**src/rtl/second_mode_exit_controller_if.sv**
```systemverilog
// Mode/menu/tick inputs and exit-request outputs of the second-mode
// exit controller, bundled for the controller and its environment.
interface second_mode_exit_controller_if #(
    parameter int MODE_WIDTH = 3
);
    logic [MODE_WIDTH-1:0] current_mode;
    logic                  menu_signal;
    logic                  sec_tick;
    logic                  exit_toggle;
    logic                  exit_cause;
    logic [6:0]            remaining_sec;
    logic                  countdown_active;

    modport master (
        output current_mode,
        output menu_signal,
        output sec_tick,
        input  exit_toggle,
        input  exit_cause,
        input  remaining_sec,
        input  countdown_active
    );

    modport slave (
        input  current_mode,
        input  menu_signal,
        input  sec_tick,
        output exit_toggle,
        output exit_cause,
        output remaining_sec,
        output countdown_active
    );
endinterface

```
**src/rtl/second_mode_exit_controller.sv**
```systemverilog
// Counts down the second-mode session and requests a return to stand
// mode on timeout or on a fresh menu press.
module second_mode_exit_controller #(
    parameter int                    MODE_WIDTH  = 3,
    parameter logic [MODE_WIDTH-1:0] STAND_CODE  = 3'd1,
    parameter logic [MODE_WIDTH-1:0] SECOND_CODE = 3'd2,
    parameter int                    DURATION_S  = 60
) (
    input logic                     clk,
    input logic                     rstn,
    second_mode_exit_controller_if.slave bus
);
    localparam logic [6:0] DUR = 7'(DURATION_S);

    typedef enum logic [1:0] {
        IDLE,
        RUN,
        EXIT
    } state_t;

    state_t     state_q, state_d;
    logic       menu_d;
    logic       tog_q, tog_d;
    logic       cause_q, cause_d;
    logic       act_q, act_d;
    logic [6:0] rem_q, rem_d;

    logic in_second;
    logic leave;
    logic menu_edge;

    // Stand and any unrecognised code both end the session.
    assign in_second = (bus.current_mode == SECOND_CODE);
    assign leave     = !in_second || (bus.current_mode == STAND_CODE);
    assign menu_edge = bus.menu_signal && !menu_d;

    always_comb begin
        state_d = state_q;
        tog_d   = tog_q;
        cause_d = cause_q;
        act_d   = act_q;
        rem_d   = rem_q;
        unique case (state_q)
            IDLE: begin
                if (in_second) begin
                    state_d = RUN;
                    rem_d   = DUR;
                    act_d   = 1'b1;
                    tog_d   = 1'b0;
                    cause_d = 1'b0;
                end
            end
            RUN: begin
                if (leave) begin
                    state_d = IDLE;
                    rem_d   = '0;
                    act_d   = 1'b0;
                    tog_d   = 1'b0;
                    cause_d = 1'b0;
                end else if (menu_edge) begin
                    // Manual exit wins over a coincident final tick.
                    state_d = EXIT;
                    tog_d   = 1'b1;
                    cause_d = 1'b1;
                    act_d   = 1'b0;
                end else if (bus.sec_tick && rem_q != '0) begin
                    rem_d = rem_q - 7'd1;
                    if (rem_q == 7'd1) begin
                        state_d = EXIT;
                        tog_d   = 1'b1;
                        cause_d = 1'b0;
                        act_d   = 1'b0;
                    end
                end
            end
            EXIT: begin
                if (leave) begin
                    state_d = IDLE;
                    rem_d   = '0;
                    act_d   = 1'b0;
                    tog_d   = 1'b0;
                    cause_d = 1'b0;
                end
            end
            default: begin
                state_d = IDLE;
                rem_d   = '0;
                act_d   = 1'b0;
                tog_d   = 1'b0;
                cause_d = 1'b0;
            end
        endcase
    end

    always_ff @(posedge clk or negedge rstn) begin
        if (!rstn) begin
            state_q <= IDLE;
            menu_d  <= 1'b0;
            tog_q   <= 1'b0;
            cause_q <= 1'b0;
            act_q   <= 1'b0;
            rem_q   <= '0;
        end else begin
            state_q <= state_d;
            menu_d  <= bus.menu_signal;
            tog_q   <= tog_d;
            cause_q <= cause_d;
            act_q   <= act_d;
            rem_q   <= rem_d;
        end
    end

    assign bus.exit_toggle      = tog_q;
    assign bus.exit_cause       = cause_q;
    assign bus.remaining_sec    = rem_q;
    assign bus.countdown_active = act_q;
endmodule
```
**src/flat_wrapper.sv**
```systemverilog
// flat-port wrapper written by rule: the top's interface ports become plain ports
module second_mode_exit_controller_flat 
#(
    parameter int                    MODE_WIDTH  = 3,
    parameter logic [MODE_WIDTH-1:0] STAND_CODE  = 3'd1,
    parameter logic [MODE_WIDTH-1:0] SECOND_CODE = 3'd2,
    parameter int                    DURATION_S  = 60
)
  (clk, rstn, bus_current_mode, bus_menu_signal, bus_sec_tick, bus_exit_toggle, bus_exit_cause, bus_remaining_sec, bus_countdown_active);
  second_mode_exit_controller_if #(.MODE_WIDTH(MODE_WIDTH)) bus_i ();
  input logic clk;
  input logic rstn;
  input wire logic [$bits(bus_i.current_mode)-1:0] bus_current_mode;
  input wire logic [$bits(bus_i.menu_signal)-1:0] bus_menu_signal;
  input wire logic [$bits(bus_i.sec_tick)-1:0] bus_sec_tick;
  output wire logic [$bits(bus_i.exit_toggle)-1:0] bus_exit_toggle;
  output wire logic [$bits(bus_i.exit_cause)-1:0] bus_exit_cause;
  output wire logic [$bits(bus_i.remaining_sec)-1:0] bus_remaining_sec;
  output wire logic [$bits(bus_i.countdown_active)-1:0] bus_countdown_active;
  assign bus_i.current_mode = bus_current_mode;
  assign bus_i.menu_signal = bus_menu_signal;
  assign bus_i.sec_tick = bus_sec_tick;
  assign bus_exit_toggle = bus_i.exit_toggle;
  assign bus_exit_cause = bus_i.exit_cause;
  assign bus_remaining_sec = bus_i.remaining_sec;
  assign bus_countdown_active = bus_i.countdown_active;
  second_mode_exit_controller #(.MODE_WIDTH(MODE_WIDTH), .STAND_CODE(STAND_CODE), .SECOND_CODE(SECOND_CODE), .DURATION_S(DURATION_S)) u_core (.clk(clk), .rstn(rstn), .bus(bus_i));
endmodule
```
**config.mk**
```make
export PLATFORM = sky130hd
export DESIGN_NAME = second_mode_exit_controller_flat
export DESIGN_NICKNAME = d
export VERILOG_FILES = /design/src/rtl/second_mode_exit_controller_if.sv /design/src/rtl/second_mode_exit_controller.sv /design/src/flat_wrapper.sv
export SDC_FILE = /design/constraint.sdc
export NUM_CORES = 1
export LEC_CHECK = 0
export ABC_AREA = 1
export CAP_MARGIN = 20
export CORE_UTILIZATION = 51
export DETAILED_ROUTE_END_ITERATION = 8
export DONT_BUFFER_PORTS = 1
export PLACE_DENSITY = 0.62
export SYNTH_ARGS = -nofsm -noshare
export SYNTH_HDL_FRONTEND = slang
export SYNTH_SLANG_ARGS = --single-unit
```
**constraint.sdc**
```tcl
create_clock -name clk -period 1.41 [get_ports clk]
set_input_delay 0.423 -clock clk [delete_from_list [all_inputs] [get_ports clk]]
set_output_delay 0.423 -clock clk [all_outputs]
set_load 0.01 [all_outputs]
```
== Yosys cells after proc, flatten, opt, wreduce, memory -nomap -nowiden ==
Index checks and enable logic that the tools add are counted.

* Bits in registers: 13

* Add/sub/neg operators: 1
* Equal/unequal tests: 11
* Muxes and demuxes: 29
* Reduce and logical (&&, ||, !) cells: 9

{| class="wikitable"
|+ Operators by type and width
! operator !! count
|-
| two-way mux 7 bit || 5
|-
| case mux 7 bit (3 select lines) || 1
|-
| two-way mux 1 bit || 13
|-
| two-way mux 2 bit || 6
|-
| case mux 1 bit (3 select lines) || 3
|-
| inequality test 4 x 1 -> 1 bit, second input constant || 2
|-
| AND reduction 4 bit || 2
|-
| == test 7 x 1 -> 1 bit, second input constant || 1
|-
| nonzero test 7 bit || 1
|-
| subtractor 7 x 1 -> 7 bit, second input constant || 1
|-
| case mux 2 bit (3 select lines) || 1
|-
| inequality test 2 x 1 -> 1 bit, second input constant || 2
|-
| == test 3 x 1 -> 1 bit, second input constant || 1
|-
| == test 3 x 2 -> 1 bit, second input constant || 1
|-
| inequality test 3 x 1 -> 1 bit, second input constant || 1
|-
| inequality test 3 x 2 -> 1 bit, second input constant || 1
|-
| == test 2 x 1 -> 1 bit, second input constant || 1
|-
| == test 2 bit, second input constant || 1
|-
| logical AND 1 bit || 2
|-
| zero test 1 bit || 2
|-
| zero test 2 bit || 1
|-
| logical OR 1 bit || 1
|}

== Longest topological paths before layout ==
Gate-level depths: netlist (run 1).

* Depth in word-level cells: 6
* Depth in mapped cells: 10

== Worst setup path after synthesis (run 1) ==
Ideal clock, no wire load.

* Path type: flip-flop to flip-flop
* Start point: register u_core.rem_q[0] (netlist: u_core.bus.remaining_sec[0])
* End point: register u_core.rem_q[4] (netlist: u_core.bus.remaining_sec[4])
* Library setup time: 0.065 ns
* Data arrival time: 1.287 ns
* Slack: 0.058 ns
* Cell stages (with the launch flop): 11
* Buffers on the path: 0
* Clock period less this slack: 1.352 ns
* Cells stage by stage: dfrtp_1 inv_1 ha_1 inv_1 nor2_1 nand2_1 nand2_2 nand2_2 nand3_4 nand2_1 nand2_1

* Word-level cells in the longest chain between the ends: 5
* Elaborated cells between the ends (all ways): 9

{| class="wikitable"
|+ RTL lines
! what !! line !! text
|-
| start: declaration || second_mode_exit_controller.sv:26 || <nowiki>logic [6:0] rem_q, rem_d;</nowiki>
|-
| start signal: assignment || second_mode_exit_controller.sv:109 || <nowiki>rem_q <= rem_d;</nowiki>
|-
| subtractor 7 x 1 -> 7 bit || second_mode_exit_controller.sv:67 || <nowiki>rem_d = rem_q - 7'd1;</nowiki>
|-
| two-way mux 7 bit || second_mode_exit_controller.sv:66 || <nowiki>end else if (bus.sec_tick && rem_q != '0) begin</nowiki>
|-
| two-way mux 7 bit || second_mode_exit_controller.sv:60 || <nowiki>end else if (menu_edge) begin</nowiki>
|-
| two-way mux 7 bit || second_mode_exit_controller.sv:54 || <nowiki>if (leave) begin</nowiki>
|-
| case mux 7 bit (3 select lines) || second_mode_exit_controller.sv:43 || <nowiki>unique case (state_q)</nowiki>
|}

Several ways; a longest one is shown, not always the timed one. The select of a mux whose other input is x is not followed.
A chain may end at the register's enable or synchronous reset.

== Worst setup path after layout (run 1) ==
* Start point: register u_core.rem_q[1] (netlist: u_core.bus.remaining_sec[1])
* End point: register u_core.rem_q[4] (netlist: u_core.bus.remaining_sec[4])

Same word-level chain as after synthesis.

==> results of run 1 <==
-- area by class of cell --
type	instances	area (um2)
inverter	17	63.81
timing repair buffer	14	111.4
multi-input combinational	78	486.7
tap	15	18.77
clock buffer	4	26.28
fill	116	367.9
sequential	11	275.3
-- cell usage after synthesis --
master,n
o21ai_0,2
dfrtp_1,11
o31ai_1,1
nand2_2,3
nor2_8,1
nand3_1,14
nand4_1,3
nand3_4,3
o21ai_4,1
xnor2_1,1
inv_1,13
ha_1,3
nor2_2,1
nor2_1,9
nand2_1,35
inv_2,4
nor3_1,1
-- worst max-delay path: cells and delay by family (launching register included) --
family / cells / cell delay (ns)
simple gates: 5 / 0.39
buf+inv: 2 / 0.11
flops: 1 / 0.40
compound gates: 1 / 0.29
fa+ha+maj: 1 / 0.16
-- flip-flops by register name, summed over array words and instances (netlist names) --
signal	cells
u_core.state_q	1
u_core.menu_d	1
u_core.bus.exit_toggle	1
u_core.bus.exit_cause	1
u_core.bus.remaining_sec	7
-- per-layer routing --
| metal | vias to the layer above | GRT usage (%) | wire, um |
|---|---|---|---|
| met4 | 0 | 15.00 | 51 |
| met1 | 334 | 37.58 | 852 |
| met2 | 32 | 39.84 | 848 |
| met5 | - | 0 | 0 |
| met3 | 7 | 6.522 | 124 |
| li1 | 371 | - | - |
-- logic make-up after synthesis --
group / count (synthesis) / share of synthesized area (%)
AND/OR/NAND/NOR: 70 / 45.97
buffers and inverters: 17 / 8.226
flip-flops: 11 / 35.48
AO/OA/AOI/OAI: 4 / 4.356
adder cells (fa/ha/maj): 3 / 4.839
XOR/XNOR: 1 / 1.129
-- what timing repair did --
| action | 4_1_cts | 5_1_grt |
|---|---|---|
| hold buffers | 1 | 0 |
| setup buffers | 0 | 2 |
| endpoints found under the hold margin | 11 | 0 |
| gates resized for setup | 0 | 15 |
| setup endpoints to repair | 0 | 9 |
-- per-stage QoR --
step / std cells / worst slack (ns)
CTS: 137 / 0.06383
detailed placement: 132 / 0.08336
floorplan: 106 / 0.05804
finish: 139 / 0.004386
global placement: 132 / 0.09796
global route: 139 / -0.09203
-- worst max path at each step --
stage | from | endpoint | depth (start not counted)
2_1_floorplan | u_core.bus.remaining_sec[0]$_DFFE_PN0P_ | u_core.bus.remaining_sec[4]$_DFFE_PN0P_ | 10
3_5_place_dp | bus_current_mode[2] | u_core.bus.remaining_sec[2]$_DFFE_PN0P_ | 8
5_1_grt | u_core.bus.remaining_sec[1]$_DFFE_PN0P_ | u_core.bus.remaining_sec[2]$_DFFE_PN0P_ | 9
3_3_place_gp | u_core.bus.remaining_sec[0]$_DFFE_PN0P_ | u_core.bus.remaining_sec[3]$_DFFE_PN0P_ | 9
6_report | u_core.bus.remaining_sec[1]$_DFFE_PN0P_ | u_core.bus.remaining_sec[4]$_DFFE_PN0P_ | 9
4_1_cts | u_core.bus.remaining_sec[1]$_DFFE_PN0P_ | u_core.bus.remaining_sec[5]$_DFFE_PN0P_ | 9
-- power by group --
part | total [mW] | switching, mW | internal, mW
Clock | 0.229 | 0.119 | 0.110
Sequential | 0.382 | 0.0337 | 0.348
Combinational | 0.338 | 0.205 | 0.133
==> results by group, run 1 <==
Timing
  • Fmax: 0.7114 GHz
  • Tmin final: 1.406 ns
  • Final setup fails: 0
  • Hold Slack: 0.1677 ns
  • Part of the cycle the worst path needs: between 90 and 100%
  • Skew final: about 0.0034 ns
  • Setup TNS: 0 ns
  • RSZ-0062 raised after global routing: true
  • Fin. Hold Viols: 0
  • Final Max Tran Viols: 0
  • Worst slew margin: 64.32%
  • Worst slew pin tran: 0.5334 ns

Critical path
  • Register-to-Register Path Depth: 9
  • Flop2flop setup slack: 0.004 ns
  • Worst EP arrival: approximately 1.6 ns
  • CP endpoint kind: flop
  • Setup Crit Path Kind: reg2reg
  • R2R Path End: u_core.bus.remaining_sec[4]$_DFFE_PN0P_
  • Crit start category: flop
  • Reg-to-reg startpoint: u_core.bus.remaining_sec[1]$_DFFE_PN0P_
  • Worst path slowest cell: dfrtp_1
  • Delay of the slowest cell on the worst path: 0.40 ns
  • Max Fanout on Critical Path: 7
  • Critical-path cell list: inv_2 > ha_4 > inv_2 > nor2_1 > nand2_1 > nand2_2 > o21ai_4 > nand3_1 > nand2_1
  • Worst Path Required: ~1.6 ns

Clock network
  • Inserted Clock Buffers: 3
  • Maximum clock path buffer count: 2
  • CTS tree: built
  • Root Buffer: clkbuf_4
  • Clk slew on worst S/H paths: 0.08 ns
  • Clock Sink Count: 11
  • H-tree level count: 1
  • Clock Latency Late Sink: between 0.2 and 0.3 ns

Logic synthesis
  • Post-synth cell types: 17
  • Sequential area share after synthesis: ~35%
  • FF+latch count, synth: 11
  • Area contributors post-synth: dfrtp_1, nand2_1, nand3_1, nand3_4, inv_1
  • Post-synth net total: 116
  • Synth top area share: 35.48%
  • Syn. warnings: 0
  • Mapped Avg Cell Area: 7.318 um2
  • Syn Inst Count: 106
  • Cell area after synthesis: 775.7 um2
  • Synth area leader: dfrtp_1

Place
  • IO Port Bufs: 0
  • Gpl congestion: 0.8677
  • Dpl hpwl: 1381 um
  • Placed Area: 877.1 um2

Min path
  • Worst hold path class: in2reg
  • Worst hold endpoint: u_core.menu_d$_DFF_PN0_
  • Hold Path Cell Cnt: 0
  • HP Start: bus_menu_signal

Die
  • Die height: about 40 um
  • Core area: between 1000 and 1500 um2
  • Initial Util: roughly 57%
  • Die area: 1681 um2
  • Row cnt: 13
  • IO Count: 17
  • DIE WIDTH: roughly 40 um

Final layout
  • Most frequent cells in the layout: nand2_1, buf_4, dfrtp_1
  • Share of cells above drive strength 1: 33.87%
  • Post-layout util: between 70 and 80%
  • Area Overhead vs Synth: 26.61%
  • Diodes inserted: 0
  • Most common cell after layout, fill and taps aside: nand2_1
  • Nets: 135
  • Design area: 982.2 um2

GRT
  • Vias in the first global route: 673
  • Pin count of the biggest net entering global routing: 12
  • First-pass GRT wire length: 2849 um
  • Initial antenna violation count: 0
  • GRT Resource Usage Total: 27.66%
  • Gr ovfl total: 0

Pwr
  • Overall Power: 0.9496 mW
  • PwrDens: 966.8 nW/um2
  • Lkg Pwr: 0.5017 nW
  • Worst VDD drop: 617.4 uV

Route
  • DR DRC count: 0
  • Detail-routed via count per cell: between 5 and 6
  • Routed WL per cell: 13.50 um
  • Drt first pass iters: 4
  • Post-Route WL: 1876 um
  • 1st-iter DRT viols: 14
  • ANT nets after route: 0
  • Vias: between 700 and 800

Status
  • Status: finished clean

Run
  • Max-cap violations: 0
No activity file was read; power rests on OpenSTA's default activity.
==> run 2, diff against run 1 <==
--- a/config.mk
+++ b/config.mk
@@ -8,6 +8,7 @@
 export ABC_AREA = 1
 export CAP_MARGIN = 20
 export CORE_UTILIZATION = 51
+export CTS_CLUSTER_DIAMETER = 150
 export DETAILED_ROUTE_END_ITERATION = 8
 export DONT_BUFFER_PORTS = 1
 export PLACE_DENSITY = 0.62
==> results of run 2 <==
Same layout as run 1: the final DEF is identical, and so are final timing and power.
